### src/rtl/mmio_pkg.sv
// Shared definitions for the MMIO router: FSM encoding, default region map
// and default WAIT-cycle bound.
package mmio_pkg;

  typedef enum logic [1:0] {
    ST_IDLE   = 2'd0,
    ST_ACCESS = 2'd1,
    ST_WAIT   = 2'd2,
    ST_DONE   = 2'd3
  } mmio_state_t;

  localparam int unsigned DEF_NREG = 3;

  // Region 0 occupies the least significant 16 bits.
  localparam logic [47:0] DEF_REG_BASE  = {16'h4C00, 16'h1000, 16'h0000};
  localparam logic [47:0] DEF_REG_LIMIT = {16'hFFFF, 16'h4BFF, 16'h0FFF};

  localparam int unsigned DEF_TIMEOUT_CYC = 255;

endpackage

### src/rtl/mmio_region_match.sv
// Combinational address decoder: finds the region whose inclusive
// [base, limit] window contains the address. Lowest index wins on overlap.
module mmio_region_match
  import mmio_pkg::*;
#(
  parameter int unsigned NREG = DEF_NREG,
  parameter int unsigned AW   = 16,
  parameter int unsigned IW   = 2,
  parameter logic [NREG*AW-1:0] REG_BASE  = DEF_REG_BASE,
  parameter logic [NREG*AW-1:0] REG_LIMIT = DEF_REG_LIMIT
) (
  input  logic [AW-1:0] addr_i,
  output logic          hit_o,
  output logic [IW-1:0] idx_o,
  output logic [AW-1:0] off_o
);

  // Scan from the top index down so the lowest matching region is kept last.
  always_comb begin
    hit_o = 1'b0;
    idx_o = '0;
    off_o = '0;
    for (int i = NREG - 1; i >= 0; i--) begin
      if ((addr_i >= REG_BASE[i*AW +: AW]) && (addr_i <= REG_LIMIT[i*AW +: AW])) begin
        hit_o = 1'b1;
        idx_o = IW'(i);
        off_o = addr_i - REG_BASE[i*AW +: AW];
      end
    end
  end

endmodule

### src/rtl/mmio_router.sv
// MMIO router: takes single-cycle CPU read/write strobes, decodes the target
// region, issues a one-cycle strobe downstream and waits for that region's
// handshake before reporting completion upstream.
// Optional: define MMIO_ROUTER_TIMEOUT_EN to bound the WAIT state by
// TIMEOUT_CYC cycles (timeout completes with up_err=1, reads return all-ones).
module mmio_router
  import mmio_pkg::*;
#(
  parameter int unsigned NREG = DEF_NREG,
  parameter int unsigned AW   = 16,
  parameter int unsigned DW   = 16,
  parameter logic [NREG*AW-1:0] REG_BASE  = DEF_REG_BASE,
  parameter logic [NREG*AW-1:0] REG_LIMIT = DEF_REG_LIMIT,
  parameter int unsigned TIMEOUT_CYC = DEF_TIMEOUT_CYC
) (
  input  logic               clki,
  input  logic               rst,
  input  logic [AW-1:0]      up_addr,
  input  logic [DW-1:0]      up_wdata,
  input  logic               up_read,
  input  logic               up_write,
  output logic [DW-1:0]      up_rdata,
  output logic               up_busy,
  output logic               up_ready,
  output logic               up_err,
  output logic [AW-1:0]      dn_addr,
  output logic [DW-1:0]      dn_wdata,
  output logic [NREG-1:0]    dn_read,
  output logic [NREG-1:0]    dn_write,
  input  logic [NREG*DW-1:0] dn_rdata,
  input  logic [NREG-1:0]    dn_busy,
  input  logic [NREG-1:0]    dn_ready
);

  localparam int unsigned IW = (NREG > 1) ? $clog2(NREG) : 1;

  // Reject out-of-range configurations at elaboration.
  if (NREG < 1 || NREG > 8 || TIMEOUT_CYC < 1 || TIMEOUT_CYC > 65535) begin : g_cfg_check
    $error("mmio_router: NREG or TIMEOUT_CYC out of range");
  end

  mmio_state_t state_q, state_d;

  logic [AW-1:0] off_q;
  logic [DW-1:0] wdata_q;
  logic          dir_wr_q;
  logic [IW-1:0] sel_q;
  logic          hit_q;
  logic          rqerr_q;
  logic [DW-1:0] rdata_q, rdata_d;
  logic          err_q, err_d;

  logic          m_hit;
  logic [IW-1:0] m_idx;
  logic [AW-1:0] m_off;
  logic          req;
  logic          slv_done;
  logic [DW-1:0] rd_sel;

  mmio_region_match #(
    .NREG      (NREG),
    .AW        (AW),
    .IW        (IW),
    .REG_BASE  (REG_BASE),
    .REG_LIMIT (REG_LIMIT)
  ) u_match (
    .addr_i (up_addr),
    .hit_o  (m_hit),
    .idx_o  (m_idx),
    .off_o  (m_off)
  );

  assign req      = up_read | up_write;
  assign slv_done = dn_ready[sel_q] & ~dn_busy[sel_q];
  assign rd_sel   = dn_rdata[sel_q*DW +: DW];

`ifdef MMIO_ROUTER_TIMEOUT_EN
  logic [15:0] to_cnt_q;
  logic        to_hit;

  assign to_hit = (to_cnt_q == 16'(TIMEOUT_CYC - 1));

  // Counts WAIT cycles; restarts from zero whenever the FSM is elsewhere.
  always_ff @(posedge clki) begin
    if (rst || state_q != ST_WAIT) to_cnt_q <= '0;
    else                           to_cnt_q <= to_cnt_q + 16'd1;
  end
`endif

  // State and completion result registers.
  always_ff @(posedge clki) begin
    if (rst) begin
      state_q <= ST_IDLE;
      rdata_q <= '0;
      err_q   <= 1'b0;
    end else begin
      state_q <= state_d;
      rdata_q <= rdata_d;
      err_q   <= err_d;
    end
  end

  // Request capture: only an idle router accepts, so strobes elsewhere are dropped.
  always_ff @(posedge clki) begin
    if (rst) begin
      off_q    <= '0;
      wdata_q  <= '0;
      dir_wr_q <= 1'b0;
      sel_q    <= '0;
      hit_q    <= 1'b0;
      rqerr_q  <= 1'b0;
    end else if (state_q == ST_IDLE && req) begin
      off_q    <= m_off;
      wdata_q  <= up_wdata;
      dir_wr_q <= up_write;
      sel_q    <= m_idx;
      hit_q    <= m_hit;
      rqerr_q  <= up_read & up_write;
    end
  end

  // Next-state and completion result; error cases bypass WAIT without a strobe.
  always_comb begin
    state_d = state_q;
    rdata_d = rdata_q;
    err_d   = err_q;
    case (state_q)
      ST_IDLE: begin
        if (req) state_d = ST_ACCESS;
      end
      ST_ACCESS: begin
        if (!hit_q || rqerr_q) begin
          state_d = ST_DONE;
          err_d   = 1'b1;
          if (!hit_q) rdata_d = '0;
        end else begin
          state_d = ST_WAIT;
        end
      end
      ST_WAIT: begin
        if (slv_done) begin
          state_d = ST_DONE;
          err_d   = 1'b0;
          if (!dir_wr_q) rdata_d = rd_sel;
        end
`ifdef MMIO_ROUTER_TIMEOUT_EN
        else if (to_hit) begin
          state_d = ST_DONE;
          err_d   = 1'b1;
          if (!dir_wr_q) rdata_d = '1;
        end
`endif
      end
      ST_DONE: begin
        state_d = ST_IDLE;
      end
      default: state_d = ST_IDLE;
    endcase
  end

  // Outputs decoded from state; strobes only in ACCESS for a valid request.
  always_comb begin
    up_busy  = (state_q == ST_ACCESS) || (state_q == ST_WAIT);
    up_ready = (state_q == ST_DONE);
    up_rdata = rdata_q;
    up_err   = err_q;
    dn_addr  = off_q;
    dn_wdata = wdata_q;
    dn_read  = '0;
    dn_write = '0;
    if (state_q == ST_ACCESS && hit_q && !rqerr_q) begin
      if (dir_wr_q) dn_write = NREG'(1) << sel_q;
      else          dn_read  = NREG'(1) << sel_q;
    end
  end

endmodule

### config.mk
export PLATFORM = sky130hd
export DESIGN_NAME = mmio_router
export DESIGN_NICKNAME = d
export VERILOG_FILES = /design/src/rtl/mmio_pkg.sv /design/src/rtl/mmio_region_match.sv /design/src/rtl/mmio_router.sv
export SDC_FILE = /design/constraint.sdc
export NUM_CORES = 1
export LEC_CHECK = 0
export CORE_MARGIN = 2
export CORE_UTILIZATION = 43
export CTS_CLUSTER_DIAMETER = 120
export DETAILED_ROUTE_END_ITERATION = 16
export GPL_ROUTABILITY_DRIVEN = 0
export GPL_TIMING_DRIVEN = 1
export PLACE_DENSITY = 0.95
export SYNTH_ARGS = -nofsm -noshare
export SYNTH_HDL_FRONTEND = slang
export SYNTH_HIERARCHICAL = 1
export SYNTH_SLANG_ARGS = --single-unit
### constraint.sdc
create_clock -name clki -period 4.7 [get_ports clki]
set_input_delay 0.94 -clock clki [delete_from_list [all_inputs] [get_ports clki]]
set_output_delay 0.94 -clock clki [all_outputs]
set_load 0.02 [all_outputs]
==> results of run 1 <==
==> cell usage after synthesis, types with 2 or more instances <==
master	n
sky130_fd_sc_hd__dfxtp_1	56
sky130_fd_sc_hd__nand3_1	2
sky130_fd_sc_hd__buf_2	2
sky130_fd_sc_hd__nand3b_1	3
sky130_fd_sc_hd__xnor2_1	2
sky130_fd_sc_hd__mux2i_1	17
sky130_fd_sc_hd__o21a_1	2
sky130_fd_sc_hd__nor4_1	2
sky130_fd_sc_hd__a21o_1	2
sky130_fd_sc_hd__nor2_1	7
sky130_fd_sc_hd__ha_1	11
sky130_fd_sc_hd__inv_1	8
sky130_fd_sc_hd__nand4_1	2
sky130_fd_sc_hd__buf_6	3
sky130_fd_sc_hd__clkbuf_1	26
sky130_fd_sc_hd__a22o_1	16
sky130_fd_sc_hd__a21oi_1	41
sky130_fd_sc_hd__nor3b_1	2
sky130_fd_sc_hd__o21ai_0	20
sky130_fd_sc_hd__nand2_1	100
sky130_fd_sc_hd__o21ai_1	2
==> logic make-up after synthesis <==
family	after synthesis
other	1
buffers and inverters	42
and+or+nand+nor	131
muxes	19
AOI/OAI and AO/OA	92
DFF	56
xor gates and xnor gates	2
adders and majority gates	11
==> worst register-to-register path, delay by kind of cell (launching register included) <==
family / cells / cell delay, ns
fa+ha+maj: 1 / 0.25
compound gates: 3 / 1.14
simple gates: 1 / 0.31
buf+inv: 1 / 0.11
flops: 1 / 0.42
==> state kept, by name, summed over array words and instances, names as in the netlist, 2 cells and up <==
register,cells
dn_addr,16
dn_wdata,16
up_rdata,16
sel_q,2
state_q,2
==> power groups by stage <==
| stage | Combinational, mW | Sequential, mW | Clock, mW |
|---|---|---|---|
| after floorplan | 0.391 | 0.729 | 0 |
| after global placement | 0.802 | 0.641 | 0 |
| final | 0.824 | 0.636 | 0.309 |
| after detailed placement | 0.824 | 0.647 | 0 |
| after global routing | 0.894 | 0.647 | 0.339 |
| after CTS | 0.829 | 0.636 | 0.323 |
==> layer usage <==
metal / up-vias / GRT usage (%)
met3: 7 / 7.68
met1: 1314 / 26.3
met2: 122 / 39.6
met5: - / 0
met4: 0 / 4.62
li1: 1441 / -
==> area by class of cell <==
cell class / instances / area share (%)
multi-input combinational: 256 / 34.6
timing repair buffer: 151 / 34.3
sequential: 56 / 25.7
tap: 77 / 2.21
clock buffer: 6 / 1.66
clock inverter: 2 / 0.802
inverter: 8 / 0.688
==> placed cells by master (no fill, tap or decap), types with 7 or more instances in the layout <==
cell type / netlist / final
sky130_fd_sc_hd__a22o_1: 16 / 16
sky130_fd_sc_hd__ha_1: 11 / 11
sky130_fd_sc_hd__inv_1: 8 / 8
sky130_fd_sc_hd__o21ai_0: 20 / 20
sky130_fd_sc_hd__mux2i_1: 17 / 17
sky130_fd_sc_hd__a21oi_1: 41 / 41
sky130_fd_sc_hd__nand2_1: 100 / 100
sky130_fd_sc_hd__clkdlybuf4s50_1: 0 / 146
sky130_fd_sc_hd__nor2_1: 7 / 7
sky130_fd_sc_hd__dfxtp_1: 56 / 56
==> stage by stage <==
| stage | power (mW) | instances | cell area (um2) |
|---|---|---|---|
| 2_1_floorplan | 1.12 | 354 | 2820 |
| 3_3_place_gp | 1.44 | 548 | 4260 |
| 3_5_place_dp | 1.47 | 548 | 4260 |
| 4_1_cts | 1.79 | 556 | 4370 |
| 5_1_grt | 1.88 | 556 | 4370 |
| 6_report | 1.77 | 556 | 4370 |
==> how the worst max path moves through the flow <==
stage | start | end | slack [ns] | cells after the start
after global routing | state_q[1]$_SDFFE_PP0P_ | dn_write[0] | 1.27 | 5
final | state_q[1]$_SDFFE_PP0P_ | dn_write[0] | 1.44 | 5
after floorplan | up_addr[12] | dn_addr[13]$_SDFFE_PP0P_ | 2.07 | 10
after detailed placement | up_addr[12] | dn_addr[15]$_SDFFE_PP0P_ | 1.34 | 10
after global placement | up_addr[12] | dn_addr[15]$_SDFFE_PP0P_ | 1.42 | 10
after CTS | state_q[1]$_SDFFE_PP0P_ | dn_write[0] | 1.42 | 5
==> impl_metrics.xml, run 1 <==
<?xml version="1.0" encoding="UTF-8"?>
<metrics>
  <group name="outcome">
    <metric name="run_status" unit="">completed</metric>
  </group>
  <group name="synth">
    <metric name="yosys.cell_types.count" unit="">49</metric>
    <metric name="synth-seq-cells" unit="">56</metric>
    <metric name="yosysTopAreaCellShare" unit="%">39.7</metric>
    <metric name="post_synth_inst_count" unit="">354</metric>
    <metric name="synth-compound-area-share" unit="%">19.8</metric>
    <metric name="simple_gate_share_of_the_synthesized_area" unit="%">21.1</metric>
    <metric name="synth-edff-count" unit="">0</metric>
    <metric name="synth.area.top_cells" unit="">sky130_fd_sc_hd__dfxtp_1 (40%), sky130_fd_sc_hd__nand2_1 (13%), sky130_fd_sc_hd__a21oi_1 (7.3%)</metric>
    <metric name="async_reset_ff_share" unit="%">0</metric>
    <metric name="seq_area_frac_synth" unit="%">39.7</metric>
    <metric name="synthesized_area" unit="mm2">0.00282</metric>
    <metric name="avgSynthCellArea" unit="um2">7.97</metric>
    <metric name="yosys_warnings" unit="">6</metric>
    <metric name="fraction_of_the_mapped_netlist_area_in_adder_cells" unit="%">4.88</metric>
    <metric name="yosys.area_share.xor_xnor" unit="%">0.621</metric>
    <metric name="synth_top_cell_by_area" unit="">sky130_fd_sc_hd__dfxtp_1</metric>
    <metric name="synth.mux.area_fraction" unit="%">6.96</metric>
    <metric name="synth_fp_nets" unit="">455</metric>
    <metric name="synth_ff_type" unit="">sky130_fd_sc_hd__dfxtp_1</metric>
    <metric name="largest_family_of_logic_cells_by_synthesized_area" unit="">simple AND/OR/NAND/NOR gates</metric>
  </group>
  <group name="clocking">
    <metric name="worst_setup_hold_path_clk_slew" unit="ns">0.10</metric>
    <metric name="cts_htree_levels" unit="">2</metric>
    <metric name="ctsLongestPathBuffers" unit="">2</metric>
    <metric name="cts_buffers" unit="">5</metric>
    <metric name="clock_insertion_delay_worst_skew" unit="ns">0.30</metric>
    <metric name="cts_tree" unit="">done</metric>
    <metric name="cts_sinks" unit="">56</metric>
    <metric name="postCtsSetupRepairBufs" unit="">0</metric>
    <metric name="holdBufCountCts" unit="">0</metric>
    <metric name="clock_tree.root_cell" unit="">sky130_fd_sc_hd__clkbuf_8</metric>
    <metric name="post_cts.resized_instances" unit="">0</metric>
  </group>
  <group name="drt">
    <metric name="drt-wirelength-per-cell" unit="um">15.2</metric>
    <metric name="final_antenna_net_count" unit="">0</metric>
    <metric name="met2_wirelength" unit="um">4140</metric>
    <metric name="routed-wl-met3" unit="um">820</metric>
    <metric name="drcViolationCount" unit="">0</metric>
    <metric name="vias" unit="">2884</metric>
    <metric name="detailedRoute.firstPassIterationCount" unit="">4</metric>
    <metric name="detail_route.iter0.violations" unit="">93</metric>
    <metric name="drt_wl_total" unit="um">8460</metric>
    <metric name="viasPerCell" unit="">5.19</metric>
    <metric name="routed.top_layer" unit="">met4</metric>
    <metric name="m1WireLength" unit="um">3410</metric>
  </group>
  <group name="setup_path">
    <metric name="critical-path-slowest-cell" unit="">sky130_fd_sc_hd__clkdlybuf4s50_1</metric>
    <metric name="worst_r2r_startpoint" unit="">state_q[1]$_SDFFE_PP0P_</metric>
    <metric name="type_of_the_setup_path_with_the_least_slack" unit="">flip-flop to primary output</metric>
    <metric name="path_max_fanout" unit="">5</metric>
    <metric name="crit_path_cell_trace" unit="">inv_1, ha_1, nand3b_1, nor4b_1, clkdlybuf4s50_1</metric>
    <metric name="worst_path_largest_cell_delay" unit="ns">0.69</metric>
    <metric name="worstPathRequired" unit="ns">3.76</metric>
    <metric name="worst-r2r-setup-slack" unit="ns">2.42</metric>
    <metric name="critical_path.reg2reg.endpoint" unit="">up_rdata[3]$_SDFFE_PP0P_</metric>
    <metric name="critPathLaunchType" unit="">flip-flop</metric>
    <metric name="worstRegToRegCells" unit="">6</metric>
    <metric name="timing.critical_path.max_delay_family" unit="">buffers and inverters</metric>
    <metric name="cp_data_arrival_time" unit="ns">2.32</metric>
    <metric name="setup.worst_path.end_class" unit="">primary output</metric>
    <metric name="critPathBufInv" unit="">2</metric>
  </group>
  <group name="timing">
    <metric name="period_share" unit="%">69.4</metric>
    <metric name="maxSlewHeadroom" unit="%">20.2</metric>
    <metric name="worst_slew_pin_slew" unit="ns">1.19</metric>
    <metric name="worst_path_setup_slack_after_routing" unit="ns">1.44</metric>
    <metric name="setup-violations-final" unit="">0</metric>
    <metric name="tns" unit="ns">0</metric>
    <metric name="timing.final.hold_violations" unit="">0</metric>
    <metric name="final-max-slew-violation-count" unit="">0</metric>
    <metric name="worst_case_hold_slack" unit="ns">0.458</metric>
    <metric name="rsz_0062_raised_after_global_routing" unit="">false</metric>
    <metric name="worst_clk_skew" unit="ns">0.00643</metric>
    <metric name="fmax" unit="MHz">307</metric>
    <metric name="timing.final.crit_period" unit="ns">3.26</metric>
  </group>
  <group name="cells_and_area">
    <metric name="area.growth.synth_to_final" unit="%">54.8</metric>
    <metric name="fillers" unit="">506</metric>
    <metric name="finalCoreUtilization" unit="%">68.8</metric>
    <metric name="final_net_count" unit="">579</metric>
    <metric name="insertedDiodeCount" unit="">0</metric>
    <metric name="multi_input_comb_area" unit="mm2">0.00151</metric>
    <metric name="regArea" unit="mm2">0.00112</metric>
    <metric name="final_layout_size_suffix_gt1_share" unit="%">4.38</metric>
  </group>
  <group name="grt">
    <metric name="grtUsageTotal" unit="%">22.4</metric>
    <metric name="grt_overflow_total" unit="">0</metric>
    <metric name="grt_max_degree" unit="">44</metric>
    <metric name="grt_first_pass_wirelength" unit="um">13300</metric>
    <metric name="antenna_found_initial" unit="">0</metric>
    <metric name="via_count_of_the_first_global_routing_pass" unit="">2779</metric>
  </group>
  <group name="power">
    <metric name="p_leak" unit="nW">1.65</metric>
    <metric name="internal_power" unit="mW">1.10</metric>
    <metric name="comb_power_share" unit="%">46.6</metric>
    <metric name="reg_power_share" unit="%">35.9</metric>
    <metric name="power_per_cell_area" unit="mW/mm2">405</metric>
    <metric name="net-switching-power" unit="mW">0.671</metric>
    <metric name="swShare" unit="%">38.0</metric>
    <metric name="clock_power_share" unit="%">17.5</metric>
    <metric name="irDropWorstVdd" unit="mV">0.271</metric>
  </group>
  <group name="floorplanning">
    <metric name="fp.coreArea" unit="mm2">0.00635</metric>
    <metric name="die-area" unit="mm2">0.00723</metric>
    <metric name="floorplan.die.height" unit="um">85.0</metric>
    <metric name="boundaryPins" unit="">147</metric>
    <metric name="width_of_the_die" unit="um">85.0</metric>
    <metric name="num_rows" unit="">29</metric>
    <metric name="initial_core_util" unit="%">44.4</metric>
  </group>
  <group name="run">
    <metric name="drv.max_cap_violation_count" unit="">0</metric>
  </group>
  <group name="placement">
    <metric name="port_buffers" unit="">146</metric>
    <metric name="place_ws" unit="ns">1.34</metric>
    <metric name="dpl.hpwl" unit="um">6420</metric>
  </group>
  <group name="min_path">
    <metric name="min-delay-start" unit="">dn_wdata[13]$_SDFFE_PP0P_</metric>
    <metric name="hold_path_class" unit="">flip-flop to flip-flop</metric>
    <metric name="hold-path-endpoint" unit="">dn_wdata[13]$_SDFFE_PP0P_</metric>
    <metric name="min_path_cells" unit="">2</metric>
  </group>
</metrics>
Note: power is estimated with default switching activity, not from simulation.
==> run 2, diff against run 1 <==
--- a/config.mk
+++ b/config.mk
@@ -6,12 +6,12 @@
 export NUM_CORES = 1
 export LEC_CHECK = 0
 export CORE_MARGIN = 2
-export CORE_UTILIZATION = 43
+export CORE_UTILIZATION = 40
 export CTS_CLUSTER_DIAMETER = 120
 export DETAILED_ROUTE_END_ITERATION = 16
 export GPL_ROUTABILITY_DRIVEN = 0
 export GPL_TIMING_DRIVEN = 1
-export PLACE_DENSITY = 0.95
+export PLACE_DENSITY = 0.9
 export SYNTH_ARGS = -nofsm -noshare
 export SYNTH_HDL_FRONTEND = slang
 export SYNTH_HIERARCHICAL = 1
==> constraint.sdc (replaced) <==
create_clock -name clki -period 3.3 [get_ports clki]
set_input_delay 0.66 -clock clki [delete_from_list [all_inputs] [get_ports clki]]
set_output_delay 0.66 -clock clki [all_outputs]
set_load 0.02 [all_outputs]
==> run 2 against run 1 <==
  * Critical path depth grew 2
  * Largest power group unchanged
  * Combinational power is 42% higher
  * Hold slack got worse by 0.00054 ns
  * Critical path type unchanged
  * Sequential cell count unchanged
  * Register-to-register slack lost 1.4 ns
  * Clock skew up 0.0046 ns
  * Via count is 0.31% higher
  * Highest routed layer unchanged
  * Critical endpoint is now dn_read[1]
  * Sequential power up 42%
  * Sequential share of layout area is 0.33 points lower
  * Utilization down 3.6 points
  * Global-route usage fell by 2.4 points
==> impl_metrics.xml, run 2 (synthesis gave the netlist of run 1 again) <==
<?xml version="1.0" encoding="UTF-8"?>
<metrics>
  <group name="outcome">
    <metric name="run_status" unit="">completed</metric>
  </group>
  <group name="grt">
    <metric name="grt_util_met3" unit="%">8.29</metric>
    <metric name="grtUsageTotal" unit="%">20.0</metric>
    <metric name="grt_overflow_total" unit="">0</metric>
    <metric name="grt_first_pass_wirelength" unit="um">12400</metric>
    <metric name="globalRoute.busiestLayer" unit="">met2</metric>
    <metric name="grt_max_degree" unit="">42</metric>
    <metric name="groute.layer.met2.usage" unit="%">35.9</metric>
    <metric name="antenna_found_initial" unit="">0</metric>
    <metric name="via_count_of_the_first_global_routing_pass" unit="">2740</metric>
    <metric name="met1_usage" unit="%">22.2</metric>
  </group>
  <group name="clocking">
    <metric name="cts_sinks" unit="">56</metric>
    <metric name="post_cts.resized_instances" unit="">0</metric>
    <metric name="cts_buffers" unit="">5</metric>
    <metric name="worst_setup_hold_path_clk_slew" unit="ns">0.10</metric>
    <metric name="cts_tree" unit="">done</metric>
    <metric name="ctsLongestPathBuffers" unit="">2</metric>
    <metric name="cts_htree_levels" unit="">2</metric>
    <metric name="clock_tree.root_cell" unit="">sky130_fd_sc_hd__clkbuf_8</metric>
    <metric name="holdBufCountCts" unit="">0</metric>
    <metric name="clock_insertion_delay_worst_skew" unit="ns">0.31</metric>
    <metric name="postCtsSetupRepairBufs" unit="">0</metric>
  </group>
  <group name="cells_and_area">
    <metric name="mostFrequentLayoutCells" unit="">sky130_fd_sc_hd__clkdlybuf4s50_1 (146), sky130_fd_sc_hd__nand2_1 (100), sky130_fd_sc_hd__dfxtp_1 (56), sky130_fd_sc_hd__a21oi_1 (41), sky130_fd_sc_hd__o21ai_0 (20)</metric>
    <metric name="multi_input_comb_area" unit="mm2">0.00151</metric>
    <metric name="fillers" unit="">577</metric>
    <metric name="insertedDiodeCount" unit="">0</metric>
    <metric name="final_net_count" unit="">581</metric>
    <metric name="final_layout_size_suffix_gt1_share" unit="%">4.99</metric>
    <metric name="layout_commonest_cell" unit="">sky130_fd_sc_hd__clkdlybuf4s50_1</metric>
    <metric name="area.growth.synth_to_final" unit="%">56.8</metric>
    <metric name="regArea" unit="mm2">0.00112</metric>
  </group>
  <group name="power">
    <metric name="internal_power" unit="mW">1.62</metric>
    <metric name="irDropWorstVdd" unit="mV">0.302</metric>
    <metric name="comb_power_share" unit="%">45.8</metric>
    <metric name="reg_power_share" unit="%">35.4</metric>
    <metric name="swShare" unit="%">36.8</metric>
    <metric name="clock_power_share" unit="%">18.9</metric>
    <metric name="p_leak" unit="nW">1.67</metric>
    <metric name="power_per_cell_area" unit="mW/mm2">577</metric>
    <metric name="net-switching-power" unit="mW">0.939</metric>
  </group>
  <group name="placement">
    <metric name="port_buffers" unit="">146</metric>
    <metric name="dpl.hpwl" unit="um">6190</metric>
    <metric name="place_ws" unit="ns">0.251</metric>
  </group>
  <group name="setup_path">
    <metric name="setup.worst_path.end_class" unit="">primary output</metric>
    <metric name="critPathLaunchType" unit="">flip-flop</metric>
    <metric name="cp_data_arrival_time" unit="ns">2.19</metric>
    <metric name="worstPathRequired" unit="ns">2.64</metric>
    <metric name="type_of_the_setup_path_with_the_least_slack" unit="">flip-flop to primary output</metric>
    <metric name="path_max_fanout" unit="">5</metric>
  </group>
  <group name="drt">
    <metric name="detail_route.iter0.violations" unit="">97</metric>
    <metric name="drcViolationCount" unit="">0</metric>
    <metric name="final_antenna_net_count" unit="">0</metric>
    <metric name="detailedRoute.firstPassIterationCount" unit="">4</metric>
    <metric name="viasPerCell" unit="">5.01</metric>
    <metric name="vias" unit="">2893</metric>
    <metric name="drt_wl_total" unit="um">8060</metric>
    <metric name="drt-wirelength-per-cell" unit="um">14.0</metric>
  </group>
  <group name="timing">
    <metric name="worst_clk_skew" unit="ns">0.0111</metric>
    <metric name="period_share" unit="%">86.3</metric>
    <metric name="timing.final.crit_period" unit="ns">2.85</metric>
    <metric name="final-max-slew-violation-count" unit="">0</metric>
    <metric name="setup-violations-final" unit="">0</metric>
    <metric name="rsz_0062_raised_after_global_routing" unit="">false</metric>
    <metric name="fmax" unit="MHz">351</metric>
    <metric name="worst_path_setup_slack_after_routing" unit="ns">0.453</metric>
    <metric name="maxSlewHeadroom" unit="%">25.1</metric>
    <metric name="tns" unit="ns">0</metric>
    <metric name="timing.final.hold_violations" unit="">0</metric>
    <metric name="worst_slew_pin_slew" unit="ns">1.12</metric>
  </group>
  <group name="floorplanning">
    <metric name="initial_core_util" unit="%">41.5</metric>
    <metric name="die-area" unit="mm2">0.00774</metric>
    <metric name="fp.coreArea" unit="mm2">0.00679</metric>
    <metric name="num_rows" unit="">30</metric>
    <metric name="width_of_the_die" unit="um">88.0</metric>
    <metric name="boundaryPins" unit="">147</metric>
    <metric name="floorplan.die.height" unit="um">88.0</metric>
  </group>
  <group name="run">
    <metric name="drv.max_cap_violation_count" unit="">0</metric>
  </group>
  <group name="min_path">
    <metric name="hold_path_class" unit="">flip-flop to flip-flop</metric>
  </group>
</metrics>
-- run 2: final timing paths --
path / start / to / slack [ns] / cells after the start
worst min register to register: dn_wdata[15]$_SDFFE_PP0P_ / dn_wdata[15]$_SDFFE_PP0P_ / 0.46 / 2
worst max register to register: state_q[0]$_SDFFE_PP0P_ / up_rdata[13]$_SDFFE_PP0P_ / 1.05 / 6
worst max-delay path: state_q[1]$_SDFFE_PP0P_ / dn_read[1] / 0.45 / 7
worst min-delay path: dn_wdata[15]$_SDFFE_PP0P_ / dn_wdata[15]$_SDFFE_PP0P_ / 0.46 / 2
-- run 2: layout make-up --
type                       instances  share of cell area, %
timing repair buffer             153                   34.2
multi-input combinational        256                   34.2
sequential                        56                   25.3
tap                               96                   2.71
clock buffer                       7                   2.18
clock inverter                     1                  0.679
inverter                           8                  0.679
-- run 2: power by group through the flow --
stage / clock, mW / combinational (mW) / sequential, mW
2_1_floorplan: 0 / 0.557 / 1.04
3_3_place_gp: 0 / 1.16 / 0.910
3_5_place_dp: 0 / 1.17 / 0.919
4_1_cts: 0.501 / 1.18 / 0.905
5_1_grt: 0.523 / 1.28 / 0.922
6_report: 0.482 / 1.17 / 0.904
-- run 2: layer usage --
metal  wire, um  vias up
li1           -     1447
met3        997        8
met4         74        0
met1       3100     1300
met5          0        -
met2       3880      138
-- run 2: worst max-delay path, cell delays in order, from the launching register on --
cell	delay, ns
sky130_fd_sc_hd__dfxtp_1	0.37
sky130_fd_sc_hd__inv_1	0.12
sky130_fd_sc_hd__ha_1	0.23
sky130_fd_sc_hd__nand3b_1	0.18
sky130_fd_sc_hd__nor2_1	0.15
sky130_fd_sc_hd__nand2_1	0.08
sky130_fd_sc_hd__nor2_1	0.12
sky130_fd_sc_hd__clkdlybuf4s50_1	0.62
-- run 2: stage by stage --
step                      hold slack, ns  cell area [um2]  power [mW]  util [%]  instances
final                              0.457             4420        2.55      65.1        577
after global routing               0.478             4420        2.73      65.1        577
after floorplan                    0.439             2820        1.59         -        354
after detailed placement           0.446             4300        2.09      63.3        569
after CTS                          0.459             4420        2.59      65.1        577
after global placement             0.441             4300        2.07      63.3        569
